### src/rtl/slurm16_flash_dma.sv
// slurm16_flash_dma: flash-to-RAM DMA engine.
// Packs an incoming byte stream little-endian into 16-bit words, buffers them
// in a small FIFO and writes them to consecutive word addresses through the
// arbiter's fl_* write port.
//
// Handshakes: a byte transfers on a rising edge where byte_valid && byte_ready;
// a write transfers on a rising edge where fl_wvalid && fl_wready. Once
// fl_wvalid is raised, fl_wvalid/address/data hold until that transfer (or RST).
module slurm16_flash_dma #(
   parameter int FIFO_DEPTH = 4
) (
   input  logic        CLK,
   input  logic        RST,
   input  logic        start,
   input  logic [15:0] dma_addr,
   input  logic [15:0] dma_count,
   input  logic [7:0]  byte_data,
   input  logic        byte_valid,
   output logic        byte_ready,
   output logic [15:0] fl_memory_address,
   output logic [15:0] fl_memory_data,
   output logic        fl_wvalid,
   input  logic        fl_wready,
   output logic        busy,
   output logic        done,
   output logic [15:0] words_remaining
);

   localparam int PTR_W = (FIFO_DEPTH > 1) ? $clog2(FIFO_DEPTH) : 1;
   localparam logic [PTR_W:0] DEPTH_V = (PTR_W + 1)'(FIFO_DEPTH);

   typedef enum logic [1:0] {
      ST_IDLE = 2'd0,
      ST_RUN  = 2'd1,
      ST_DONE = 2'd2
   } state_t;

   state_t state, state_nxt;

   // Transfer control
   logic [15:0] addr_q;
   logic [15:0] count_q;
   logic [15:0] remaining_q;

   // Packer
   logic [15:0] packed_q;
   logic [7:0]  low_q;
   logic        have_low;

   // Word FIFO
   logic [15:0]      mem [FIFO_DEPTH];
   logic [PTR_W-1:0] wr_ptr;
   logic [PTR_W-1:0] rd_ptr;
   logic [PTR_W:0]   occ;

   logic fifo_full;
   logic fifo_empty;
   logic start_accept;
   logic byte_fire;
   logic push;
   logic pop;

   assign fifo_full    = (occ == DEPTH_V);
   assign fifo_empty   = (occ == '0);
   assign start_accept = (state == ST_IDLE) && start;

   // Intake depends only on registered state, never on fl_wready.
   assign byte_ready = (state == ST_RUN) && !fifo_full && (packed_q < count_q);
   assign byte_fire  = byte_valid && byte_ready;
   assign push       = byte_fire && have_low;

   assign fl_wvalid         = !fifo_empty;
   assign fl_memory_data    = fifo_empty ? 16'h0000 : mem[rd_ptr];
   assign fl_memory_address = addr_q;
   assign pop               = fl_wvalid && fl_wready;

   assign busy            = (state == ST_RUN);
   assign done            = (state == ST_DONE);
   assign words_remaining = remaining_q;

   // State register
   always_ff @(posedge CLK) begin
      if (RST) state <= ST_IDLE;
      else     state <= state_nxt;
   end

   // Next-state logic
   always_comb begin
      state_nxt = state;
      case (state)
         ST_IDLE: begin
            if (start) state_nxt = (dma_count == 16'h0000) ? ST_DONE : ST_RUN;
         end
         ST_RUN: begin
            if (pop && (remaining_q == 16'd1)) state_nxt = ST_DONE;
         end
         ST_DONE: state_nxt = ST_IDLE;
         default: state_nxt = ST_IDLE;
      endcase
   end

   // Address / count bookkeeping: latch on start, advance on each accepted write
   always_ff @(posedge CLK) begin
      if (RST) begin
         addr_q      <= 16'h0000;
         count_q     <= 16'h0000;
         remaining_q <= 16'h0000;
      end else if (start_accept) begin
         addr_q      <= dma_addr;
         count_q     <= dma_count;
         remaining_q <= dma_count;
      end else if (pop) begin
         addr_q      <= addr_q + 16'd1;
         remaining_q <= remaining_q - 16'd1;
      end
   end

   // Byte packer: first byte of a pair is held as the low half
   always_ff @(posedge CLK) begin
      if (RST) begin
         low_q    <= 8'h00;
         have_low <= 1'b0;
         packed_q <= 16'h0000;
      end else if (start_accept) begin
         have_low <= 1'b0;
         packed_q <= 16'h0000;
      end else if (byte_fire) begin
         if (!have_low) begin
            low_q    <= byte_data;
            have_low <= 1'b1;
         end else begin
            have_low <= 1'b0;
            packed_q <= packed_q + 16'd1;
         end
      end
   end

   // FIFO storage; emptiness is governed by the pointers, so no reset here
   always_ff @(posedge CLK) begin
      if (push) mem[wr_ptr] <= {byte_data, low_q};
   end

   // FIFO pointers and occupancy; simultaneous push and pop leave occupancy unchanged
   always_ff @(posedge CLK) begin
      if (RST) begin
         wr_ptr <= '0;
         rd_ptr <= '0;
         occ    <= '0;
      end else begin
         if (push) wr_ptr <= wr_ptr + 1'b1;
         if (pop)  rd_ptr <= rd_ptr + 1'b1;
         case ({push, pop})
            2'b10:   occ <= occ + 1'b1;
            2'b01:   occ <= occ - 1'b1;
            default: occ <= occ;
         endcase
      end
   end

endmodule

### config.mk
export PLATFORM = sky130hd
export DESIGN_NAME = slurm16_flash_dma
export DESIGN_NICKNAME = d
export VERILOG_FILES = /design/src/rtl/slurm16_flash_dma.sv
export SDC_FILE = /design/constraint.sdc
export NUM_CORES = 1
export LEC_CHECK = 0
export CAP_MARGIN = 10
export CORE_MARGIN = 10
export CORE_UTILIZATION = 55
export DETAILED_ROUTE_END_ITERATION = 10
export PLACE_DENSITY = 0.9
export SLEW_MARGIN = 20
export SYNTH_ARGS = -nofsm -noshare
export SYNTH_HDL_FRONTEND = slang
export SYNTH_SLANG_ARGS = --single-unit
export TNS_END_PERCENT = 100
### constraint.sdc
create_clock -name CLK -period 4 [get_ports CLK]
set_clock_uncertainty 0.15 [all_clocks]
set_input_delay 0.6 -clock CLK [delete_from_list [all_inputs] [get_ports CLK]]
set_output_delay 0.6 -clock CLK [all_outputs]
set_load 0.03 [all_outputs]
==> metrics.txt <==
Synth Warn # 0; Die Y-Extent 133 um; slew margin rel. 28.8%; TritonCTS clock tree built; CTS HTree Levels 4; worst-path fanout max 13; placed cells 899; initial antenna violation count 0; Max clock buf depth 2; syn nets 722; total core area 0.0125 sq mm; postcts setup bufs 0; Initial Utilization 55.6%; layout cells sized above 1 9.35%; count of maximum capacitance violations 0; CTS Hold Buffers Added 0; largest net degree at the start of global routing 37; Multi-input gate area 0.00312 sq mm; Post-Synthesis Cells 652; Lkg Pwr 3.00 nW; HP Class flop to flop; Vias/cell 5.87; clk sinks 148; final net count 816; clock slew at reported path FFs 0.06 ns; asr flop ratio synth 0%; CP top delay family buffers and inverters; Crit Path Class flop to output port; root buffer cell clkbuf_16; Worst setup SP type flop; post_cts resized 0; Die Span X 133 um; Max IR drop VDD 0.327 mV; number of buffers added on ports 96; Post-DP HPWL 12200 um; Worst-Skew Late Latency 0.42 ns; fin. max-slew vios 0; Seq/Total Area, Yosys 51.7%; Worst EP arrival 2.94 ns; vias in the first global route 5589; post-synthesis cell type count 53; setup_tns 0 ns; Final Critical Period 3.69 ns; Num CTS Buffers 17; row count 41; FF+latch area 0.00360 sq mm; global-route wire length before repair 28600 um; critical-path cell list ha_1, a21oi_1, o21ai_0, a22o_1, nor4_1, clkdlybuf4s50_1; FILL cells 924; initial drt markers 522; Post-DRT Antenna Nets 0; die footprint 0.0176 sq mm; routed wire length 17600 um; Least-Margin Pin Slew 1.06 ns; DR pass1 iterations 5; IO Pins 97; Overall Global Routing Usage 20.0%; endpoints failing hold 0; Placer Congestion 0.900; Post-synth EDFFs 64; area grow syn2layout 24.7%; Slowest cell on crit path clkdlybuf4s50_1; commonest non-fill, non-tap cell in the layout clkdlybuf4s50_1; routed len/inst 19.0 um; ant diodes 0; FF+latch count, synth 148; fmax 271 MHz; Mapped Area 0.00697 sq mm; most frequent cells in the layout 95 x clkdlybuf4s50_1, 84 x dfxtp_1, 76 x nand2_1, 64 x edfxtp_1, 44 x nor2_1; status finished clean; DRC 0; Crit path largest cell delay 0.72 ns; non-filler cells, final 931; Synth Flop Type dfxtp_1; detailed-route via count 5469; cell area power density 426 mW/mm^2; Overflow after GRT 0; fin crit share 92.2%; syn avg cell area 10.7 sq um; count of final setup violators 0; crit path buf inv count 1; Worst Setup End Kind output port; unrepaired setup endpoints after global routing no; WP data required 3.25 ns
## sequential cells by signal, summed over array words and instances (netlist names), named ones only
register / flops
packed_q: 16
fl_memory_address: 16
wr_ptr: 2
rd_ptr: 2
state: 2
occ: 3
words_remaining: 16
count_q: 16
have_low: 1
low_q: 8
mem: 64
## cells by family after synthesis
group,Yosys count,share of synthesized area (%)
simple gates,268,20.6
flops,148,51.7
compound gates,81,7.54
buf+inv,64,3.63
mux,38,8.33
xor+xnor,28,3.52
fa+ha+maj,25,4.60
## report_power, final
| group | switching, mW | internal (mW) | leakage (nW) |
|---|---|---|---|
| combinational | 0.265 | 0.191 | 1.43 |
| clock | 0.596 | 0.973 | 0.278 |
| sequential | 0.0559 | 1.62 | 1.29 |
## cell type report
cell class,count,share of cell area (%)
tap,172,2.48
clock inverter,11,1.58
inverter,29,1.25
clock buffer,21,5.07
timing repair buffer,110,12.2
sequential,148,41.5
multi-input combinational,440,35.9
## per-stage QoR
stage / utilization, % / total power, mW / setup slack (ns) / hold WS (ns) / instance area, sq um
2_1_floorplan: - / 1.97 / 0.699 / 0.286 / 6970
3_3_place_gp: 64.8 / 2.13 / 0.758 / 0.298 / 8110
3_5_place_dp: 64.8 / 2.16 / 0.660 / 0.299 / 8110
4_1_cts: 69.4 / 3.71 / 0.317 / 0.306 / 8690
5_1_grt: 69.4 / 3.82 / 0.172 / 0.330 / 8690
6_report: 69.4 / 3.70 / 0.312 / 0.304 / 8690
## synth_stat cells, drive strengths merged (2+ instances only)
master,count,area (sq um)
xnor2,16,140
nand2,76,285
o21ai,10,50.1
or4,3,26.3
nor2,44,165
nand2b,18,113
a211oi,16,125
dfxtp,84,1680
nor4,22,159
clkbuf,26,97.6
and4,2,17.5
edfxtp,64,1920
nor4b,3,41.3
a22oi,2,15.0
o31ai,6,45.0
nor3,11,55.1
xor2,12,105
mux4,16,360
and2b,2,16.3
and3,10,62.6
or3,23,149
a2111oi,2,25.0
or3b,2,17.5
nand4b,2,23.8
a311oi,7,61.3
a21oi,34,170
nand3,12,60.1
mux2i,22,220
nand4,17,106
ha,24,300
inv,29,109
nor2b,16,100
buf,9,46.3
and2,2,12.5
## path summary, 6_finish.rpt
kind                               to  cells past startpoint                       from  slack [ns]
max                        byte_ready                      6  packed_q[11]$_SDFFE_PP0P_        0.31
min          count_q[11]$_SDFFE_PP0P_                      2   count_q[11]$_SDFFE_PP0P_        0.30
max reg2reg       occ[2]$_SDFFE_PP0P_                     14   count_q[15]$_SDFFE_PP0P_        0.53
min reg2reg  count_q[11]$_SDFFE_PP0P_                      2   count_q[11]$_SDFFE_PP0P_        0.30
## worst register-to-register path, delay by kind of cell (launching register included)
family,cells,cell delay (ns)
XOR/XNOR,1,0.16
adder cells (fa/ha/maj),3,0.85
AND/OR/NAND/NOR,5,1.03
AO/OA/AOI/OAI,2,0.57
flip-flops,1,0.33
buffers and inverters,3,0.30
## metal layers
metal	global-route usage, %	vias up	share of wire (%)
li1	-	2565	-
met1	22.7	2651	40
met2	34.7	208	51
met3	5.03	45	5.8
met4	9.23	0	2.7
met5	0	-	0
(Power assumes the default switching activity.)
